--- src/rtl/seq_digit_player_pkg.sv ---
// Shared encodings and the BCD-to-segment table for the sequence digit player.
// Segment order is {a,b,c,d,e,f,g}, active-low.
package seq_digit_player_pkg;

    typedef enum logic [1:0] {
        CMD_IDLE  = 2'b00,
        CMD_FWD   = 2'b01,
        CMD_BACK  = 2'b10,
        CMD_BLANK = 2'b11
    } cmd_t;

    typedef enum logic {
        ST_SHOW  = 1'b0,
        ST_BLANK = 1'b1
    } state_t;

    localparam logic [6:0] SEG_OFF     = 7'b1111111;
    localparam logic [3:0] DIGIT_BLANK = 4'hF;

    // Codes 10..15 decode to all segments off.
    localparam logic [6:0] SEG_TABLE [16] = '{
        7'b0000001, 7'b1001111, 7'b0010010, 7'b0000110,
        7'b1001100, 7'b0100100, 7'b0100000, 7'b0001111,
        7'b0000000, 7'b0000100, SEG_OFF,    SEG_OFF,
        SEG_OFF,    SEG_OFF,    SEG_OFF,    SEG_OFF
    };

    function automatic logic [6:0] seg_of(input logic [3:0] bcd);
        return SEG_TABLE[bcd];
    endfunction

endpackage

--- src/rtl/seq_digit_player_bcd_to_seg7.sv ---
// Purely combinational BCD to active-low 7-segment decoder.
module bcd_to_seg7
    import seq_digit_player_pkg::*;
(
    input  logic [3:0] bcd,
    output logic [6:0] seg
);

    always_comb begin
        seg = seg_of(bcd);
    end

endmodule

--- src/rtl/seq_digit_player.sv ---
// Table-driven digit sequencer: steps an index through a writable BCD table
// on each divided tick, with a blank state and a Mealy preview of the next digit.
module seq_digit_player
    import seq_digit_player_pkg::*;
#(
    parameter int SEQ_LEN   = 9,
    parameter int DIV_COUNT = 50000000,
    parameter int CNT_W     = 26,
    parameter int IDX_W     = 4
) (
    input  logic             clk,
    input  logic             reset,
    input  logic [1:0]       cmd,
    input  logic             auto_en,
    input  logic             auto_dir,
    input  logic             wr_en,
    input  logic [IDX_W-1:0] wr_addr,
    input  logic [3:0]       wr_data,
    output logic             tick,
    output logic [IDX_W-1:0] idx,
    output logic [3:0]       digit,
    output logic [3:0]       next_digit,
    output logic             blanked,
    output logic [6:0]       seg
);

    localparam logic [IDX_W-1:0] LAST_IDX = IDX_W'(SEQ_LEN - 1);
    localparam logic [CNT_W-1:0] CNT_LAST = CNT_W'(DIV_COUNT - 1);

    logic [CNT_W-1:0] cnt_reg;
    logic             tick_reg;
    state_t           state_reg;
    state_t           state_next;
    logic [IDX_W-1:0] idx_reg;
    logic [IDX_W-1:0] idx_next;
    logic [IDX_W-1:0] idx_inc;
    logic [IDX_W-1:0] idx_dec;
    logic [3:0]       table_word [SEQ_LEN];

    // Tick strobe is registered, so it lands the cycle after the counter wraps.
    always_ff @(posedge clk or negedge reset) begin
        if (!reset) begin
            cnt_reg  <= '0;
            tick_reg <= 1'b0;
        end else if (cnt_reg == CNT_LAST) begin
            cnt_reg  <= '0;
            tick_reg <= 1'b1;
        end else begin
            cnt_reg  <= cnt_reg + 1'b1;
            tick_reg <= 1'b0;
        end
    end

    // One register per table entry; out-of-range addresses match no entry.
    genvar gi;
    generate
        for (gi = 0; gi < SEQ_LEN; gi++) begin : g_entry
            logic [3:0] entry_reg;

            always_ff @(posedge clk or negedge reset) begin
                if (!reset) begin
                    entry_reg <= 4'(gi % 10);
                end else if (wr_en && (wr_addr == IDX_W'(gi))) begin
                    entry_reg <= wr_data;
                end
            end

            assign table_word[gi] = entry_reg;
        end
    endgenerate

    assign idx_inc = (idx_reg == LAST_IDX) ? '0 : idx_reg + 1'b1;
    assign idx_dec = (idx_reg == '0) ? LAST_IDX : idx_reg - 1'b1;

    // Transition function, shared by the stepping register and the preview.
    always_comb begin
        state_next = state_reg;
        idx_next   = idx_reg;
        case (state_reg)
            ST_SHOW: begin
                case (cmd_t'(cmd))
                    CMD_FWD:   idx_next = idx_inc;
                    CMD_BACK:  idx_next = idx_dec;
                    CMD_BLANK: state_next = ST_BLANK;
                    default: begin
                        if (auto_en) begin
                            idx_next = auto_dir ? idx_dec : idx_inc;
                        end
                    end
                endcase
            end
            ST_BLANK: begin
                if ((cmd_t'(cmd) == CMD_FWD) || (cmd_t'(cmd) == CMD_BACK)) begin
                    state_next = ST_SHOW;
                    idx_next   = '0;
                end
            end
            default: begin
                state_next = ST_SHOW;
                idx_next   = '0;
            end
        endcase
    end

    always_ff @(posedge clk or negedge reset) begin
        if (!reset) begin
            state_reg <= ST_SHOW;
            idx_reg   <= '0;
        end else if (tick_reg) begin
            state_reg <= state_next;
            idx_reg   <= idx_next;
        end
    end

    always_comb begin
        digit      = (state_reg == ST_BLANK) ? DIGIT_BLANK : table_word[idx_reg];
        next_digit = (state_next == ST_BLANK) ? DIGIT_BLANK : table_word[idx_next];
    end

    assign tick    = tick_reg;
    assign idx     = idx_reg;
    assign blanked = (state_reg == ST_BLANK);

    // Blank digit 4'hF decodes to all-off, so one decoder covers both states.
    bcd_to_seg7 u_seg (
        .bcd (digit),
        .seg (seg)
    );

endmodule

--- config.mk ---
export PLATFORM = sky130hd
export DESIGN_NAME = seq_digit_player
export DESIGN_NICKNAME = d
export VERILOG_FILES = /design/src/rtl/seq_digit_player_pkg.sv /design/src/rtl/seq_digit_player_bcd_to_seg7.sv /design/src/rtl/seq_digit_player.sv
export SDC_FILE = /design/constraint.sdc
export NUM_CORES = 1
export LEC_CHECK = 0
export CELL_PAD_IN_SITES_DETAIL_PLACEMENT = 0
export CELL_PAD_IN_SITES_GLOBAL_PLACEMENT = 1
export CORE_UTILIZATION = 45
export CTS_BUF_LIST = sky130_fd_sc_hd__clkbuf_2 sky130_fd_sc_hd__clkbuf_4 sky130_fd_sc_hd__clkbuf_8
export DETAILED_ROUTE_END_ITERATION = 10
export PLACE_DENSITY = 0.75
export SETUP_SLACK_MARGIN = 0.05
export SLEW_MARGIN = 0
export SYNTH_ARGS = -nofsm -noshare
export SYNTH_HDL_FRONTEND = slang
export SYNTH_SLANG_ARGS = --single-unit
--- constraint.sdc ---
create_clock -name clk -period 8.73 [get_ports clk]
set_input_delay 2.619 -clock clk [delete_from_list [all_inputs] [get_ports clk]]
set_output_delay 2.619 -clock clk [all_outputs]
set_load 0.02 [all_outputs]
==> results of run 1 <==
[kinds of logic after synthesis]
kind of cell | after synthesis
compound gates | 75
xor+xnor | 24
mux | 58
flops | 68
simple gates | 135
fa+ha+maj | 14
buf+inv | 36
[layer usage]
layer | global-route usage, % | vias up | routed length [µm]
met5 | 0 | - | 0
met1 | 29.64 | 1678 | 4658
met3 | 3.900 | 13 | 463
met4 | 7.919 | 0 | 127
met2 | 33.95 | 98 | 4642
li1 | - | 1597 | -
[placed cells by master (no fill, tap or decap), types with 10 or more instances in the layout]
| cell | netlist | final |
|---|---|---|
| o21ai_0 | 16 | 16 |
| inv_1 | 18 | 18 |
| xnor2_1 | 10 | 10 |
| nand2_1 | 33 | 33 |
| ha_1 | 14 | 14 |
| dfstp_2 | 13 | 13 |
| dfrtp_1 | 55 | 55 |
| a21oi_1 | 13 | 13 |
| xor2_1 | 14 | 14 |
| mux2_2 | 40 | 40 |
| clkbuf_8 | 0 | 13 |
| buf_4 | 2 | 13 |
| clkdlybuf4s50_1 | 0 | 30 |
| nor2_1 | 30 | 30 |
[area by class of cell]
class | instances | area [µm²]
inverters | 19 | 71.32
clock inverters | 3 | 42.54
clock buffers | 13 | 178.9
repair buffers | 49 | 473.0
multi-input cells | 306 | 2432
flip-flops and latches | 68 | 1718
fillers | 865 | 4163
well taps | 129 | 161.4
[worst max path at each step]
stage,from,end,slack (ns),depth (start not counted)
after floorplan,cmd[0],next_digit[0],1.12,10
after global placement,cmd[0],next_digit[2],0.12,11
after detailed placement,cmd[0],next_digit[2],0.07,11
after CTS,cmd[0],next_digit[2],0.05,11
after global routing,cmd[1],next_digit[2],0.26,12
final,cmd[0],next_digit[2],0.38,11
[worst reg2reg max path: stages (launching register included)]
cell,delay [ns]
dfrtp_1,0.90
inv_1,0.33
ha_1,0.43
nor4bb_1,0.20
or4_1,0.54
a32oi_1,0.20
buf_4,0.21
nand2_1,0.06
o21ai_0,0.08
[stage by stage]
| stage | power, mW | std cells | setup slack, ns |
|---|---|---|---|
| finish | 0.8327 | 587 | 0.3839 |
| global route | 0.8702 | 587 | 0.2612 |
| CTS | 0.8415 | 587 | 0.05240 |
| detailed placement | 0.5580 | 571 | 0.06882 |
| global placement | 0.5530 | 571 | 0.1193 |
| floorplan | 0.4951 | 410 | 1.115 |
[report_power, final]
part           total [mW]  switching (mW)  internal [mW]
clock               0.280           0.118          0.163
sequential          0.400          0.0349          0.365
combinational       0.153          0.0632         0.0894
[timing repair]
action	CTS	global route
endpoints found under the setup margin	0	4
hold endpoints to repair	0	0
resized for setup	0	4
==> results.toml, run 1 <==
[synth]
synthArstFlopShare_pct = 100.0
syn_avg_cell_area_um2 = 10.51
syn-cell-area_um2 = 4309
ys_seq_area_share_pct = 39.87
ys.warnings.count = 0
synth_most_common_cell = "dfrtp_1"
synth_largest_area_cell = "dfrtp_1"
synth_nets = 439
synth-compound-area-share_pct = 12.40
synthFlopType = "dfrtp_1"
synth_commonest_cells = "dfrtp_1 (55), mux2_2 (40), nand2_1 (33)"
synthSimpleGateAreaFrac_pct = 17.33
ys_types = 60
synth-xor-area-share_pct = 4.878
syn_inst = 410
ys_ff_latch = 68
synth_top_area_share_pct = 31.94
synth-edff-count = 0
synth_top_family_by_area = "multiplexers"
synth_mux_area_share_pct = 17.62
synthTopCellsByArea = "dfrtp_1 (32%), mux2_2 (10%), dfstp_2 (7.9%)"
yosys.area_share.adder_pct = 4.065

[timing]
holdWs_ns = 0.4552
hold_violations = 0
maxSlewHeadroom_pct = 37.03
fin_tns_setup_ns = 0
setup_viol = 0
timing.final.crit_share_pct = 95.60
fin_crit_ns = 8.346
slew_viol_final = 0
worstMarginPinSlew_ns = 0.9446
max_freq_mhz = 119.8
skew_ns = 0.01186
rsz0062_at_grt = "no"

[routing]
wl_per_cell_um = 16.85
viasPerCell = 5.768
drtIter0Drc = 160
drc = 0
routed_wl_um = 9891
ant_nets = 0
dr.pass1.iters = 5
vias = 3386

[run]
max_cap_viol_count = 0

[worst_hold_path]
min-delay-start = "cnt_reg[0]$_DFF_PN0_"
hold_depth = 1
min_to = "cnt_reg[0]$_DFF_PN0_"
hp-class = "register to register"

[final_layout]
fin_area_um2 = 5077
fin_nets = 482
final_util_pct = 54.95
largest_register_ffs = 36
drive_gt1_share_pct = 22.49
syn_to_final_growth_pct = 17.83
diodes = 0

[setup_path]
startpoint_type = "input pin"
max_stage_delay_ns = 0.57
cp_num_buf_inv = 4
cp-end-kind = "primary output"
path_class = "input pin to primary output"
reg2reg_to = "idx[0]$_DFFE_PN0P_"
arrival_ns = 5.73
reg2reg_slack_ns = 5.69
cp_slowest_cell = "or4_1"
r2r-start = "idx[0]$_DFFE_PN0P_"
ff2ff_path_depth = 8
worst-path-max-fanout = 21
required_ns = 6.11
worstPathCellList = "clkdlybuf4s50_1 -> inv_1 -> ha_1 -> a221o_1 -> a211oi_2 -> o31a_1 -> buf_12 -> mux2_2 -> o211a_1 -> or4_1 -> dlymetal6s2s_1"
crit_family = "buffers and inverters"

[placement]
gp_congestion = 0.8777
io_buffers = 35
dpl_cell_area_um2 = 4846
dp_hpwl_um = 7263

[global_routing]
antenna_found_initial = 0
grt_overflow = 0
grt_start_max_net_pins = 69
grt_pass1_wl_um = 16710
grt_pass1_vias = 3359
grtUsageTotal_pct = 21.48

[clock_network]
clk_pin_slew_ns = 0.07
h-tree-depth = 3
cts_buffers = 9
insertion_delay_ns = 0.34
cts_tree = "yes"
postCtsSetupRepairBufs = 0
cts_max_path_buffers = 2
cts.sinks = 68
root_buffer = "clkbuf_8"
holdBufCountCts = 0

[floorplanning]
ios = 36
num_rows = 35
chipWidth_um = 99.86
design.core.area_um2 = 9240
initial_utilization_pct = 46.64
dieArea_um2 = 9971
fp.dieH_um = 99.86

[power]
p_per_area_nw_per_um2 = 164.0
p_leak_nw = 2.276
ir_drop_uv = 127.1

[status]
status = "completed"
Power figures use the tool's default switching activity.
==> inputs of run 2 (changes only) <==
GPL_ROUTABILITY_DRIVEN = 0   (was not set)
==> results of run 2 <==
Same layout as run 1: the final DEF is identical, and so are final timing and power.
